[src/rtl/rr_mux_reg.sv]
// rr_mux_reg: registered N:1 channel multiplexer with valid/ready handshakes.
// Selection is either a fixed channel address (mode=0) or round-robin
// arbitration among valid inputs (mode=1). The output is a single registered
// slot that can refill in the same cycle it drains, so it sustains one
// transfer per cycle.
// Optional feature: define RR_MUX_PARITY_EN to add a registered out_parity
// port carrying the XOR of the accepted word's bits.
`timescale 1ns/1ps

module rr_mux_reg #(
  parameter int N = 2,
  parameter int W = 1,
  parameter int A = 1
) (
  input  logic             clk,
  input  logic             reset_n,
  input  logic [N*W-1:0]   in_data,
  input  logic [N-1:0]     in_valid,
  output logic [N-1:0]     in_ready,
  input  logic             mode,
  input  logic [A-1:0]     addr,
  output logic [W-1:0]     out_data,
  output logic             out_valid,
  input  logic             out_ready,
  output logic             addr_err,
`ifdef RR_MUX_PARITY_EN
  output logic             out_parity,
`endif
  output logic [A-1:0]     grant_id
);

  // Registered state
  logic [W-1:0] out_data_q,  out_data_d;
  logic         out_valid_q, out_valid_d;
  logic [A-1:0] grant_id_q,  grant_id_d;
  logic         addr_err_q,  addr_err_d;
  logic [A-1:0] ptr_q,       ptr_d;

  // Combinational grant path
  logic         load_en;
  logic         addr_ok;
  logic [N-1:0] fx_shift;
  logic         fx_vld;
  logic         rr_vld;
  logic [A-1:0] rr_idx;
  logic [A:0]   cand;
  logic [N-1:0] cand_shift;
  logic         grant_vld;
  logic [A-1:0] grant_idx;
  logic         xfer;
  logic [W-1:0] sel_data;
  logic [A:0]   ptr_nxt;

  // The slot can accept a new word when empty or when it drains this cycle.
  assign load_en = !out_valid_q || out_ready;

  // Fixed-address request: the address must name a real channel that is valid.
  always_comb begin
    addr_ok  = (32'(addr) < 32'(N));
    fx_shift = in_valid >> addr;
    fx_vld   = addr_ok && fx_shift[0];
  end

  // Round-robin search: first valid channel starting at ptr, wrapping at N.
  // The candidate index carries one extra bit so ptr+k never overflows
  // before the explicit wrap, which matters when N is not a power of two.
  always_comb begin
    rr_vld     = 1'b0;
    rr_idx     = '0;
    cand       = '0;
    cand_shift = '0;
    for (int k = 0; k < N; k++) begin
      cand = {1'b0, ptr_q} + (A+1)'(k);
      if (cand >= (A+1)'(N)) begin
        cand = cand - (A+1)'(N);
      end
      cand_shift = in_valid >> cand;
      if (!rr_vld && cand_shift[0]) begin
        rr_vld = 1'b1;
        rr_idx = cand[A-1:0];
      end
    end
  end

  assign grant_vld = mode ? rr_vld : fx_vld;
  assign grant_idx = mode ? rr_idx : addr;
  assign xfer      = load_en && grant_vld;

  // Route the granted channel's data toward the output slot.
  always_comb begin
    sel_data = '0;
    for (int i = 0; i < N; i++) begin
      if (grant_idx == A'(i)) begin
        sel_data = in_data[i*W +: W];
      end
    end
  end

  // Only the granted channel sees ready, and only when the slot can load.
  for (genvar gi = 0; gi < N; gi++) begin : g_ready
    assign in_ready[gi] = xfer && (grant_idx == A'(gi));
  end

  // Next-state: load on transfer, clear valid on a drain, hold on stall.
  always_comb begin
    out_valid_d = out_valid_q;
    out_data_d  = out_data_q;
    grant_id_d  = grant_id_q;
    ptr_d       = ptr_q;
    addr_err_d  = !mode && !addr_ok;
    ptr_nxt     = {1'b0, grant_idx} + (A+1)'(1);
    if (ptr_nxt == (A+1)'(N)) begin
      ptr_nxt = '0;
    end
    if (xfer) begin
      out_valid_d = 1'b1;
      out_data_d  = sel_data;
      grant_id_d  = grant_idx;
      // Fixed-mode transfers leave the round-robin position untouched.
      if (mode) begin
        ptr_d = ptr_nxt[A-1:0];
      end
    end else if (out_ready) begin
      out_valid_d = 1'b0;
    end
  end

  // State registers with asynchronous active-low clear.
  always_ff @(posedge clk or negedge reset_n) begin
    if (!reset_n) begin
      out_valid_q <= 1'b0;
      out_data_q  <= '0;
      grant_id_q  <= '0;
      addr_err_q  <= 1'b0;
      ptr_q       <= '0;
    end else begin
      out_valid_q <= out_valid_d;
      out_data_q  <= out_data_d;
      grant_id_q  <= grant_id_d;
      addr_err_q  <= addr_err_d;
      ptr_q       <= ptr_d;
    end
  end

  assign out_data  = out_data_q;
  assign out_valid = out_valid_q;
  assign grant_id  = grant_id_q;
  assign addr_err  = addr_err_q;

`ifdef RR_MUX_PARITY_EN
  logic out_parity_q, out_parity_d;

  // Parity tracks out_data: loaded on a transfer, otherwise held.
  always_comb begin
    out_parity_d = xfer ? ^sel_data : out_parity_q;
  end

  // Parity register, cleared with the rest of the slot.
  always_ff @(posedge clk or negedge reset_n) begin
    if (!reset_n) begin
      out_parity_q <= 1'b0;
    end else begin
      out_parity_q <= out_parity_d;
    end
  end

  assign out_parity = out_parity_q;
`endif

endmodule

[config.mk]
export PLATFORM = sky130hd
export DESIGN_NAME = rr_mux_reg
export DESIGN_NICKNAME = d
export VERILOG_FILES = /design/src/rtl/rr_mux_reg.sv
export SDC_FILE = /design/constraint.sdc
export NUM_CORES = 1
export LEC_CHECK = 0
export CORE_AREA = 4 4 41 43
export CTS_CLUSTER_SIZE = 28
export DETAILED_ROUTE_END_ITERATION = 12
export DIE_AREA = 0 0 45 47
export PLACE_DENSITY = 0.55
export SETUP_SLACK_MARGIN = 0.05
export SYNTH_ARGS = -nofsm -noshare
export SYNTH_HDL_FRONTEND = slang
export SYNTH_SLANG_ARGS = --single-unit
export TNS_END_PERCENT = 1
[constraint.sdc]
create_clock -name clk -period 1.6 [get_ports clk]
set_input_delay 0.48 -clock clk [delete_from_list [all_inputs] [get_ports clk]]
set_output_delay 0.48 -clock clk [all_outputs]
set_load 0.05 [all_outputs]
Yosys cells after proc, flatten, opt, wreduce, memory -nomap -nowiden
Index checks and enable logic that the tools add are counted.

storage, ports and cells
  word-level logic and storage cells = 36
  output and inout bits = 6
  flip-flop bits (word level) = 4

cells by class
  bitwise logic cells = 1
  $lt $le $gt $ge = 2
  muxes and demuxes = 12
  add/sub/neg operators = 4
  equality and inequality tests = 1
  reductions and logical operators = 9
  shift operators = 3

operators with widths
  operator             count
  $mux 1               10
  $add 1x1->2 const B  2
  $logic_and 1x1->1    4
  $mux 2               2
  $shr 2x2->1          2
  $eq 2x2->1 const B   1
  $ge 1x2->1 const B   1
  $ge 2x2->1 const B   1
  $logic_not 1->1      2
  $reduce_and 2->1     1
  $reduce_bool 2->1    1
  $shr 2x1->1          1
  $sub 1x2->2 const B  1
  $sub 2x2->2 const B  1
  $logic_or 1x1->1     1
  $not 1->1            1

Longest topological paths before layout
Gate-level depths: netlist of run 1.

  depth after elaboration = 11
  mapped depth = 4

Worst setup path before layout of run 1
OpenSTA, ideal clock, no wires.

  kind = register -> output
  start point = reg out_valid_q (netlist: out_valid)
  end point = out in_ready[1]
  stages on the path, launching flop included = 4
  path slack = -0.514 ns
  path buffers = 0
  data required time = 1.120 ns
  arrival = 1.634 ns
  cell sequence = dfrtp_1 -> nand2b_1 -> o221ai_2 -> nor2b_1

on the way
  cells in the longest elaborated chain, start to end = 4

RTL lines
  element                 line  source
  from (decl)             34    logic out_valid_q, out_valid_d;
  from (signal assigned)  137   out_valid_q <= out_valid_d;
  $logic_not 1->1         55    assign load_en = !out_valid_q || out_ready;
  $logic_or 1x1->1        55
  $logic_and 1x1->1       87    assign xfer = load_en && grant_vld;
  $logic_and 1x1->1       101   assign in_ready[gi] = xfer && (grant_idx == A'(gi));
  to (decl)               19    output logic [N-1:0] in_ready,

Every way passes these cells.

Worst setup path after layout of run 1
  start point = in addr
  end point = out in_ready[1]

on the way
  cells in the longest elaborated chain, start to end = 4
  elaborated cells on any way between the ends = 5

RTL lines
  element              line  source
  from (decl)          21    input logic [A-1:0] addr,
  $shr 2x1->1          60    fx_shift = in_valid >> addr;
  $mux 1               85    assign grant_vld = mode ? rr_vld : fx_vld;
  $logic_and 1x1->1    87
  $logic_and 1x1->1 *  101

Every way passes the cells marked *; elsewhere a longest branch is shown, timed or not.

==> out/qor.txt, run 1 <==
Final Hold Vio Count - 0
Die Area - 2115 um2
Max Cap Violations - 0
Crit path arrival time - 1.28 ns
Largest net degree at the start of global routing - 5
Fin crit period - 1.756 ns
Port Buffers - 13
Cts bufs inserted - 3
Clock tree buffer depth - 2
RSZ-0062 raised after global routing - yes
IO Pins - 15
Root buffer cell - clkbuf_4
Routed vias - 295
FILL cells - 144
Kind of critical path - primary input to primary output
Hpwl dp - 590.5 um
Final design utilization - 0.4808
Endpoints failing setup - 2
Failing checks - negative setup slack
Met3 Track Usage GR - 0.06513
Diodes inserted - 0
Power per cell area - 908.8 nW/um2
Worst Path Required - 1.12 ns
Status - finished, violations left
Slowest stage delay, CP - 0.25 ns
Peak Freq - 569.6 MHz
Critical path endpoint category - primary output
# rows - 13
Wirelength per Cell - 11.99 um
Gate Count Post-Synth - 24
Ys Warns - 0
Share of cells above drive strength 1 - 0.6545
GPL Wtd Cong - 0.7193
Slowest CP cell - o221ai_4
Post-route DRC violation count - 0
VDD IR max - 642.3 uV
Clk sinks - 4
Crit-path max FO - 3
Vias/cell - 4.214
Cell area after synthesis - 230.2 um2
Initial antenna violation count - 0
Starting Density - 0.1769
Clock Skews - 0.01513 ns
Register area share after synthesis - 0.4348
Drt total wl - 839 um
Pleak - 0.2911 nW
Vias in the first global route - 363
Die width - 45 um
Synthesized net count - 33
CTS tree - done
CP startpoint kind - primary input
GRT Overall Usage - 0.1053
Clock latency at the later pin of the worst-skew pair - 0.24 ns
Nets - 65
Met1 Usage GRT - 0.09382
Mean Syn Cell Area - 9.593 um2
Count of pins over their slew limit - 0
Core ar. - 1301 um2
Area growth from synthesis to layout - 171.7%
Total gr overflow - 0
Synthesis-stage register bit count - 4
Cells along the critical path - buf_8 -> o21a_4 -> o221ai_4 -> nor2b_4 -> buf_12
PnR worst setup slack - -0.1556 ns
Final period utilization - 1.097
1st-pass router iterations - 2
M2 GR Usage - 0.2034
Layer with the highest usage - met2
Initial drt markers - 3
Final ANT Viol Nets - 0
WHS - 0.4328 ns
Yosys cell types - 17
H-tree depth - 1
Die H - 47 um
Hold Crit Class - primary input to async pin
First-pass GRT wire length - 1538 um
Clk slew on worst S/H paths - 0.05 ns
-- synth_stat cells --
master    number  area share
a21oi_1        1       0.022
a31oi_1        1       0.027
a41oi_1        1       0.038
buf_4          1       0.033
conb_1         1       0.016
dfrtp_1        4        0.43
inv_1          1       0.016
mux2i_1        1       0.043
nand2_1        3       0.049
nand2b_1       2       0.054
nor2_2         1       0.027
nor2b_1        2       0.054
o21a_1         1       0.033
o21ai_1        1       0.022
o21ai_2        1       0.038
o221ai_2       1       0.065
o22ai_1        1       0.027
-- layout make-up --
type	count	area, um2	share of cell area
repair buffers	28	295.3	0.4720
multi-input cells	18	180.2	0.2880
flip-flops and latches	4	101.3	0.1620
clock buffers	4	26.28	0.04200
well taps	15	18.77	0.03000
inverters	1	3.754	0.006000
-- kinds of logic after synthesis --
kind of cell,Yosys count,synth area share
AOI/OAI and AO/OA,8,0.2717
and+or+nand+nor,8,0.1848
DFF,4,0.4348
buffers and inverters,2,0.04891
muxes,1,0.04348
other,1,0.01629
-- metrics by stage --
step                      power [mW]  setup slack, ns  instances  TNS (ns)  instance area, um2
after floorplan               0.2657         -0.01744         24  -0.01744               285.3
after global placement        0.3960          -0.5343         59    -1.484               536.8
after detailed placement      0.3985          -0.5802         59    -1.668               536.8
after CTS                     0.5632          -0.1904         69   -0.3760               611.8
after global routing          0.6049          -0.1977         70   -0.3837               625.6
final                         0.5686          -0.1556         70   -0.2953               625.6
-- metal layers --
| layer | wire length [um] | up-vias |
|---|---|---|
| met5 | 0 | - |
| met4 | 0 | 0 |
| li1 | - | 144 |
| met1 | 275 | 134 |
| met2 | 445 | 17 |
| met3 | 117 | 0 |
-- worst paths after layout --
path	start	end	slack [ns]	depth (start not counted)
hold reg to reg	out_data	out_data	0.55	2
setup / recovery	addr	in_ready[1]	-0.16	5
setup reg to reg	ptr_q	out_data	0.28	7
max in group asynchronous	reset_n	grant_id	0.99	1
min in group clk	out_data	out_data	0.55	2
hold / removal	reset_n	ptr_q	0.43	1
-- critical path: cells and delay by family --
kind	cells	cell delay, ns
and+or+nand+nor	1	0.08
AOI/OAI and AO/OA	2	0.46
buffers and inverters	2	0.25
-- power by group --
part | leakage [nW] | internal, mW | total (mW) | switching [mW]
logic | 0.232 | 0.156 | 0.285 | 0.130
clock network | 0.0150 | 0.0937 | 0.139 | 0.0449
registers | 0.0444 | 0.121 | 0.145 | 0.0234
total | 0.291 | 0.371 | 0.569 | 0.198
-- state kept, by name, summed over array words and instances (netlist names) --
| signal | flops |
|---|---|
| out_data | 1 |
| grant_id | 1 |
| ptr_q | 1 |
| out_valid | 1 |
-- placed cells by master, fill, tap and decap left out --
cell / synthesis / routed
a21oi_1: 1 / 1
a31oi_1: 1 / 1
a41oi_1: 1 / 1
buf_12: 0 / 5
buf_2: 0 / 1
buf_4: 1 / 13
buf_6: 0 / 3
buf_8: 0 / 1
clkbuf_1: 0 / 1
clkbuf_2: 0 / 1
clkbuf_4: 0 / 3
clkdlybuf4s50_1: 0 / 3
conb_1: 1 / 1
dfrtp_1: 4 / 3
dfrtp_2: 0 / 1
dlygate4sd2_1: 0 / 1
inv_1: 1 / 1
mux2i_1: 1 / 1
nand2_1: 3 / 3
nand2b_4: 0 / 2
nor2_4: 0 / 1
nor2b_4: 0 / 2
o21a_4: 0 / 1
o21ai_1: 1 / 1
o21ai_4: 0 / 1
o221ai_4: 0 / 1
o22ai_1: 1 / 1
-- what timing repair did --
| item | CTS | global route |
|---|---|---|
| gates resized for setup | 20 | 3 |
| setup buffers | 6 | 1 |
| hold buffers | 0 | 0 |
| cloned | 0 | 0 |
| setup endpoints to repair | 4 | 2 |
| pin swaps | 4 | 2 |
No activity file was read; power rests on OpenSTA's default activity.
==> run 2, diff against run 1 <==
--- a/config.mk
+++ b/config.mk
@@ -5,10 +5,10 @@
 export SDC_FILE = /design/constraint.sdc
 export NUM_CORES = 1
 export LEC_CHECK = 0
-export CORE_AREA = 4 4 41 43
+export CORE_AREA = 2 2 39 41
 export CTS_CLUSTER_SIZE = 28
 export DETAILED_ROUTE_END_ITERATION = 12
-export DIE_AREA = 0 0 45 47
+export DIE_AREA = 0 0 41 43
 export PLACE_DENSITY = 0.55
 export SETUP_SLACK_MARGIN = 0.05
 export SYNTH_ARGS = -nofsm -noshare
==> run 2 against run 1 <==
The run still ends with negative setup slack left; maximum frequency increased by 0.48%; sequential power hardly changed; global-route usage is 0.66 points lower; power down 4.3%; cell count is 4.3% lower; wire length down 18%; via count decreased by 8.5%; die area decreased by 17%; combinational power decreased by 9.1%; clock skew fell by 0.013 ns; sequential cell count is the same; critical path type unchanged.
==> out/qor.txt, run 2 (synthesis results as in run 1) <==
Status - finished, violations left (unchanged)
Failing checks - negative setup slack (unchanged)
Final period utilization - 1.092 (was 1.097)
Crit-path max FO - 3 (unchanged)
DP Area - 523.0 um2 (was 536.8 um2)
GPL Wtd Cong - 0.6768 (was 0.7193)
Area growth from synthesis to layout - 156.0% (was 171.7%)
Count of pins over their slew limit - 0 (unchanged)
# rows - 14 (was 13)
RSZ-0062 raised after global routing - yes (unchanged)
Routed wl met3 - 36 um (was 117 um)
Wirelength per Cell - 10.28 um (was 11.99 um)
Hold Crit Class - primary input to async pin (unchanged)
Post-route DRC violation count - 0 (unchanged)
M1 wire length - 233 um (was 275 um)
GRT Overall Usage - 0.09869 (was 0.1053)
Clk pwr share - 0.255 (was 0.244)
Die H - 43 um (was 47 um)
Worst Path Required - 1.12 ns (about the same)
Internal power - 0.3534 mW (was 0.3705 mW)
Max Cap Violations - 0 (unchanged)
H-tree depth - 1 (unchanged)
Overall Power - 0.5443 mW (was 0.5686 mW)
PnR worst setup slack - -0.1473 ns (was -0.1556 ns)
Pleak - 0.2692 nW (was 0.2911 nW)
Sw Share - 0.3507 (was 0.3483)
Logic gate share of total power - 0.477 (was 0.502)
CP delay by family, top - compound AO/OA/AOI/OAI gates (unchanged)
Max layer used - met4 (was met3)
Share of cells above drive strength 1 - 0.6078 (was 0.6545)
Cells along the critical path - buf_8 -> o21a_1 -> o221ai_4 -> nor2b_4 -> buf_12 (was buf_8 -> o21a_4 -> o221ai_4 -> nor2b_4 -> buf_12)
Worst R2R Setup Slack - 0.36 ns (was 0.28 ns)
Vias in the first global route - 291 (was 363)
Largest net degree at the start of global routing - 5 (unchanged)
Initial antenna violation count - 0 (unchanged)
Vias/cell - 4.030 (was 4.214)
Final Hold Vio Count - 0 (unchanged)
Total gr overflow - 0 (unchanged)
Initial drt markers - 0 (was 3)
Die Area - 1763 um2 (was 2115 um2)
P_sw - 0.1909 mW (was 0.1980 mW)
First-pass GRT wire length - 1097 um (was 1538 um)
Routed vias - 270 (was 295)
Nets - 61 (was 65)
Clock Skews - 0.002475 ns (was 0.01513 ns)
Crit path arrival time - 1.27 ns (was 1.28 ns)
CTS tree - done (unchanged)
Critical path endpoint category - primary output (unchanged)
WHS - 0.4466 ns (was 0.4328 ns)
CP startpoint kind - primary input (unchanged)
Starting Density - 0.1664 (was 0.1769)
Register share of total power - 0.268 (was 0.254)
Slowest CP cell - o221ai_4 (unchanged)
Final ANT Viol Nets - 0 (unchanged)
Clock latency at the later pin of the worst-skew pair - 0.24 ns (about the same)
Power per cell area - 923.5 nW/um2 (was 908.8 nW/um2)
Clock tree buffer depth - 2 (unchanged)
Core ar. - 1384 um2 (was 1301 um2)
Diodes inserted - 0 (unchanged)
Drt total wl - 689 um (was 839 um)
Peak Freq - 572.3 MHz (was 569.6 MHz)
Met2 WL - 397 um (was 445 um)
IO Pins - 15 (unchanged)
Commonest non-fill, non-tap cell in the layout - buf_4 (unchanged)
Kind of critical path - primary input to primary output (unchanged)
Root buffer cell - clkbuf_4 (unchanged)
Pre-CTS setup slack - -0.5446 ns (was -0.5802 ns)
VDD IR max - 337.3 uV (was 642.3 uV)
Crit path buf inv count - 2 (unchanged)
Clk sinks - 4 (unchanged)
Endpoints failing setup - 2 (unchanged)
Port Buffers - 13 (unchanged)
Design area - 589.3 um2 (was 625.6 um2)
Most frequent cells in the layout - buf_4, buf_12 (unchanged)
1st-pass router iterations - 1 (was 2)
Cts bufs inserted - 3 (unchanged)
Die width - 41 um (was 45 um)
Clk slew on worst S/H paths - 0.04 ns (was 0.05 ns)
Fin crit period - 1.747 ns (was 1.756 ns)
Slowest stage delay, CP - 0.26 ns (was 0.25 ns)
## run 2: cell count changes in the layout (fill, tap and decap cells not counted), sizes merged
| cell | before | now |
|---|---|---|
| buf | 23 | 19 |
## run 2: path summary, 6_finish.rpt
| kind | start | endpoint | cells after the start |
|---|---|---|---|
| worst max-delay path | addr | in_ready[1] | 5 |
| worst min-delay path | reset_n | out_data | 1 |
| worst max register to register | ptr_q | out_data | 6 |
| worst min register to register | grant_id | grant_id | 2 |
| max in group asynchronous | reset_n | out_valid | 1 |
| min in group clk | grant_id | grant_id | 2 |
## run 2: final cells by class
cell class / instances / area (um2)
clock buffers: 4 / 26.28
well taps: 16 / 20.02
multi-input cells: 18 / 172.7
fillers: 142 / 794.5
flip-flops and latches: 4 / 101.3
inverters: 1 / 3.754
repair buffers: 24 / 265.3
## run 2: repair_timing
item,in CTS,in global routing
hold buffers,0,0
pin swaps,4,2
endpoints found under the setup margin,3,2
setup buffers,5,0
gates resized for setup,19,2
## run 2: power by group through the flow
stage / Clock, mW / Sequential (mW) / Combinational, mW
3_3_place_gp: 0 / 0.147 / 0.246
3_5_place_dp: 0 / 0.147 / 0.246
2_1_floorplan: 0 / 0.180 / 0.0860
4_1_cts: 0.149 / 0.146 / 0.260
5_1_grt: 0.156 / 0.148 / 0.272
6_report: 0.139 / 0.146 / 0.259
## run 2: metal layers
metal,GRT usage,vias up
li1,-,137
met1,0.08442,124
met2,0.1500,7
met3,0.03141,2
met4,0.1200,0
met5,0,-
## run 2: metrics by stage
stage / TNS [ns] / util / std cells
after floorplan: -0.01744 / - / 24
after global placement: -1.533 / 0.3779 / 58
after detailed placement: -1.528 / 0.3779 / 58
after CTS: -0.3521 / 0.4268 / 67
after global routing: -0.3598 / 0.4259 / 67
final: -0.2904 / 0.4259 / 67
